File: config.mk
export PLATFORM = sky130hd
export DESIGN_NAME = shiftr_seq
export DESIGN_NICKNAME = d
export VERILOG_FILES = /design/src/rtl/shift_pkg.sv /design/src/rtl/shiftr_seq_shr1.sv /design/src/rtl/shiftr_seq.sv
export SDC_FILE = /design/constraint.sdc
export NUM_CORES = 1
export LEC_CHECK = 0
export CAP_MARGIN = 5
export CORE_MARGIN = 4
export CORE_UTILIZATION = 41
export CTS_CLUSTER_SIZE = 28
export DETAILED_ROUTE_END_ITERATION = 8
export PLACE_DENSITY = 0.72
export SYNTH_ARGS = -nofsm -noshare
export SYNTH_HDL_FRONTEND = slang
export SYNTH_SLANG_ARGS = --single-unit
File: constraint.sdc
create_clock -name clk -period 1.6 [get_ports clk]
set_input_delay 0.32 -clock clk [delete_from_list [all_inputs] [get_ports clk]]
set_output_delay 0.32 -clock clk [all_outputs]
set_load 0.03 [all_outputs]
File: src/rtl/shift_pkg.sv
// Shared types and sizing helpers for the iterative right shifter (shiftr_seq).
// Rotate support in the top level is enabled by defining SHIFTR_ROTATE_EN.
package shift_pkg;

    typedef enum logic [1:0] {
        S_IDLE  = 2'd0,
        S_SHIFT = 2'd1,
        S_DONE  = 2'd2
    } shift_state_t;

    localparam int SHIFTR_M_DEFAULT     = 4;
    localparam int SHIFTR_CNT_W_DEFAULT = $clog2(SHIFTR_M_DEFAULT) + 1;

    // Count register width: must hold shift amounts 0..m inclusive.
    function automatic int cnt_width(input int m);
        return $clog2(m) + 1;
    endfunction

endpackage

File: src/rtl/shiftr_seq_shr1.sv
// One-bit right step used by the shiftr_seq datapath: shifts din right by one,
// inserting fill at the MSB and reporting the bit that leaves the LSB.
module shr1 #(
    parameter int M = 4
) (
    input  logic [M-1:0] din,
    input  logic         fill,
    output logic [M-1:0] dout,
    output logic         out_bit
);

    assign dout    = {fill, din[M-1:1]};
    assign out_bit = din[0];

endmodule

File: src/rtl/shiftr_seq.sv
// Iterative right shifter with ALU flags: one bit per clock, done pulse on completion.
// Define SHIFTR_ROTATE_EN to build the rotate-right mode selected by rot.
module shiftr_seq
    import shift_pkg::*;
#(
    parameter int M = SHIFTR_M_DEFAULT
) (
    input  logic         clk,
    input  logic         rst,
    input  logic         start,
    input  logic [M-1:0] A,
    input  logic [M-1:0] B,
    input  logic         arith,
    input  logic         rot,
    output logic [M-1:0] R,
    output logic         C,
    output logic         N,
    output logic         V,
    output logic         Z,
    output logic         busy,
    output logic         done
);

    localparam int                 CNT_W = cnt_width(M);
    localparam int                 LOG_M = $clog2(M);
    localparam logic [M:0]         M_VAL = (M + 1)'(M);
    localparam logic [CNT_W-1:0]   M_CNT = CNT_W'(M);

    shift_state_t     r_state;
    logic [M-1:0]     r_sh;
    logic [CNT_W-1:0] r_cnt;
    logic             r_cint;
    logic             r_arith;
    logic [M-1:0]     r_res;
    logic             r_c;
    logic             r_n;
    logic             r_v;
    logic             r_z;
    logic             r_busy;
    logic             r_done;

    logic [CNT_W-1:0] w_k;
    logic             w_fill;
    logic [M-1:0]     w_dout;
    logic             w_out_bit;

`ifdef SHIFTR_ROTATE_EN
    logic             r_rot;
`else
    logic             w_unused_rot;
    assign w_unused_rot = rot;
`endif

    // Step count latched at start: saturate shifts at M, rotate uses B modulo M.
    always_comb begin
        w_k = M_CNT;
`ifdef SHIFTR_ROTATE_EN
        if (rot) begin
            w_k = CNT_W'(B[LOG_M-1:0]);
        end else if ({1'b0, B} < M_VAL) begin
            w_k = B[CNT_W-1:0];
        end else begin
            w_k = M_CNT;
        end
`else
        if ({1'b0, B} < M_VAL) begin
            w_k = B[CNT_W-1:0];
        end else begin
            w_k = M_CNT;
        end
`endif
    end

    // Bit entering the MSB on each step: zero, replicated sign, or wrapped LSB.
    always_comb begin
        w_fill = 1'b0;
`ifdef SHIFTR_ROTATE_EN
        if (r_rot) begin
            w_fill = r_sh[0];
        end else if (r_arith) begin
            w_fill = r_sh[M-1];
        end else begin
            w_fill = 1'b0;
        end
`else
        if (r_arith) begin
            w_fill = r_sh[M-1];
        end else begin
            w_fill = 1'b0;
        end
`endif
    end

    shr1 #(.M(M)) u_shr1 (
        .din     (r_sh),
        .fill    (w_fill),
        .dout    (w_dout),
        .out_bit (w_out_bit)
    );

    // Control FSM, shift datapath and registered result/flags.
    always_ff @(posedge clk) begin
        if (rst) begin
            r_state <= S_IDLE;
            r_sh    <= {M{1'b0}};
            r_cnt   <= {CNT_W{1'b0}};
            r_cint  <= 1'b0;
            r_arith <= 1'b0;
`ifdef SHIFTR_ROTATE_EN
            r_rot   <= 1'b0;
`endif
            r_res   <= {M{1'b0}};
            r_c     <= 1'b0;
            r_n     <= 1'b0;
            r_v     <= 1'b0;
            r_z     <= 1'b0;
            r_busy  <= 1'b0;
            r_done  <= 1'b0;
        end else begin
            r_v <= 1'b0;
            case (r_state)
                S_IDLE: begin
                    r_done <= 1'b0;
                    if (start) begin
                        r_sh    <= A;
                        r_cnt   <= w_k;
                        r_cint  <= 1'b0;
                        r_arith <= arith;
`ifdef SHIFTR_ROTATE_EN
                        r_rot   <= rot;
`endif
                        r_busy  <= 1'b1;
                        r_state <= S_SHIFT;
                    end else begin
                        r_busy  <= 1'b0;
                        r_state <= S_IDLE;
                    end
                end
                S_SHIFT: begin
                    if (r_cnt != {CNT_W{1'b0}}) begin
                        r_sh   <= w_dout;
                        r_cint <= w_out_bit;
                        r_cnt  <= r_cnt - CNT_W'(1);
                    end else begin
                        r_res   <= r_sh;
                        r_c     <= r_cint;
                        r_n     <= r_sh[M-1];
                        r_z     <= (r_sh == {M{1'b0}});
                        r_done  <= 1'b1;
                        r_state <= S_DONE;
                    end
                end
                S_DONE: begin
                    // start is ignored here; the controller re-asserts it once idle.
                    r_done  <= 1'b0;
                    r_busy  <= 1'b0;
                    r_state <= S_IDLE;
                end
                default: begin
                    r_done  <= 1'b0;
                    r_busy  <= 1'b0;
                    r_state <= S_IDLE;
                end
            endcase
        end
    end

    assign R    = r_res;
    assign C    = r_c;
    assign N    = r_n;
    assign V    = r_v;
    assign Z    = r_z;
    assign busy = r_busy;
    assign done = r_done;

endmodule
==> impl_metrics.toml <==
[status]
run_status = "finished, final reports clean"

[timing]
min_period_over_period_pct = 98.1
final.setup.tns_ns = 0
fin_crit_ns = 1.57
slew_violations = 0
finClkSkew_ns = 0.00205
hold_violations = 0
setup_viol = 0
fmax_mhz = 637

[hold_path]
hold_path_depth = 2
min_to = "r_cnt[1]"
min_from = "r_cnt[1]"
hold_path_class = "flip-flop to flip-flop"

[final_layout]
fin_area_sq_um = 1170
drive_above_1_share_pct = 20.2
utilization_pct = 59.8
final_nets = 140
nFillCells = 193
fin_cells = 151
syn2layout_area_growth_pct = 37.6
diodes = 0

[synthesis]
synth-edff-count = 0
synthArstFlopShare_pct = 0
yosysTopAreaCell = "dfxtp_1"
synthCells = 96
synth.distinct_cells = 28
seq_area_frac_synth_pct = 44.6
synth_warnings = 0
syn-cell-area_sq_um = 852
synth_ff_type = "dfxtp_1"
yosys-top-cells-count = "19 x dfxtp_1, 16 x nor2_1, 8 x nand2_1, 7 x mux2i_1"
ys_seq_elements = 19
avgSynthCellArea_sq_um = 8.88
synth_area_leaders = "dfxtp_1 45%, mux2i_1 8.2%, nor2_1 7.0%"
synth_most_common_cell = "dfxtp_1"
yosys.area.top_type_share_pct = 44.6
synth_nets = 111

[power]
finalPower_mw = 1.29
p_sw_uw = 440
irDropWorstVdd_mv = 0.546
p_leak_nw = 0.498
p_int_uw = 854
p_clk_share_pct = 18.9
p_comb_share_pct = 35.9
seqPwrFrac_pct = 45.2
power.density_nw_per_um2 = 1100
switching_share_pct = 34.0

[critical_path]
cp-start-kind = "flip-flop"
worst_ep_arrival_time_ns = 1.75
worst_ep_required_time_ns = 1.79
reg2reg_slack_ns = 0.03
endpoint_kind = "flip-flop"
ff2ff_path_depth = 6
critical_path_class = "flip-flop to flip-flop"
timing.rr.start = "r_cnt[0]"
r2r_end = "r_cnt[1]"
worst-path-max-fanout = 3
cp-startpoint = "r_cnt[0]"

[route]
totalWireLength_mm = 2.01
vias_per_cell = 5.34
drt_iter0_drc = 23
ant_nets = 0
drt_first_pass_iters = 5
routed-via-count = 806
drc = 0
drt-wirelength-per-cell_microns = 13.3

[floorplan]
core_sq_um = 1960
start_util_pct = 43.4
die_w_microns = 53.6
dieArea_sq_um = 2870
num_rows = 16
ios = 23
fp.dieH_microns = 53.6

[grt]
first_global_vias = 734
antenna_found_initial = 0
track_usage_pct = 14.7
overflow = 0
grt_pass1_wl_mm = 3.11
grt_max_degree = 20

[placement]
portBuffers = 20
gp_congestion = 0.695
place_inst = 143
place_area_sq_um = 1100
hpwlAfterDp_mm = 1.31

[clock_network]
clock-root-buffer = "clkbuf_4"
cts_buffers = 3
h-tree-depth = 1
clk_pin_slew_worst_paths_ns = 0.11
clk_latency_ns = 0.29
cts.sinks = 19
cts_tree = "yes"
clockBufferDepth = 2

[flow_run]
cap_violations = 0
[worst max-delay path, cell delays in order (launching register included)]
cell	delay, ns
dfxtp_2	0.36
inv_2	0.05
ha_2	0.18
nor2b_4	0.14
a211o_1	0.34
a311oi_2	0.32
a211oi_2	0.07
[layout make-up]
class / instances / area (sq um) / share of cell area, %
clock buffer: 4 / 26.3 / 2.24
tap: 27 / 33.8 / 2.88
multi-input combinational: 67 / 447 / 38.1
sequential: 19 / 382 / 32.6
inverter: 3 / 11.3 / 0.961
timing repair buffer: 31 / 273 / 23.3
[through the flow]
step / hold WS [ns] / worst slack [ns]
after global routing: 0.497 / -0.0336
after detailed placement: 0.472 / -0.146
final: 0.483 / 0.0308
after global placement: 0.445 / -0.0866
after floorplan: 0.432 / 0.124
after CTS: 0.488 / 0.00250
[timing repair]
action | CTS | global route
pin swaps | 1 | 5
cloned | 0 | 1
setup buffers | 0 | 3
hold buffers | 0 | 0
endpoints found under the setup margin | 14 | 11
gates resized for setup | 11 | 9
[power groups by stage]
stage               sequential, mW  clock, mW  combinational [mW]
finish                       0.585      0.244               0.465
global placement             0.589          0               0.386
global route                 0.593      0.260               0.505
detailed placement           0.591          0               0.397
floorplan                    0.593          0               0.252
CTS                          0.580      0.243               0.402
[state kept, by name (all words and copies together) (netlist names)]
| signal | flops |
|---|---|
| C | 1 |
| r_sh | 4 |
| r_arith | 1 |
| busy | 1 |
| Z | 1 |
| done | 1 |
| r_state | 2 |
| R | 4 |
| r_cnt | 3 |
| r_cint | 1 |
[cells by family (layout without fill, tap and decap cells)]
group / Yosys count / count (layout) / synth area share, %
AND/OR/NAND/NOR: 41 / 41 / 23.8
buffers and inverters: 10 / 38 / 6.02
adder cells (fa/ha/maj): 2 / 2 / 2.94
AO/OA/AOI/OAI: 16 / 16 / 13.9
multiplexers: 7 / 7 / 8.22
other: 1 / 1 / 0.440
flip-flops: 19 / 19 / 44.6
[worst max-delay path by stage]
stage                    end  slack (ns)  depth (start not counted)
global placement     r_sh[3]       -0.09                          5
global route         r_sh[3]       -0.03                          6
finish              r_cnt[1]        0.03                          6
CTS                  r_sh[2]       0.003                          7
detailed placement   r_sh[3]       -0.15                          5
floorplan           r_cnt[1]        0.12                          6
[cells in the final DEF (no fill, tap or decap), types with 2 or more instances in the layout]
cell / instances
clkbuf_4: 3
nor2_1: 16
nand3_1: 2
nand2_1: 8
o21ai_0: 2
a31oi_1: 2
a311oi_1: 3
dlygate4sd2_1: 9
buf_4: 9
mux2i_1: 7
inv_2: 2
clkdlybuf4s50_1: 11
nand2b_1: 3
a21oi_1: 4
nor2b_4: 2
nor3_1: 3
dfxtp_1: 18
[metal layers]
metal	GRT usage [%]	wire [microns]	vias up
li1	-	-	384
met2	25.7	1010	24
met5	0	0	-
met4	6.38	26	0
met1	17.8	892	394
met3	1.94	78	4
Note: power is estimated with default switching activity, not from simulation.
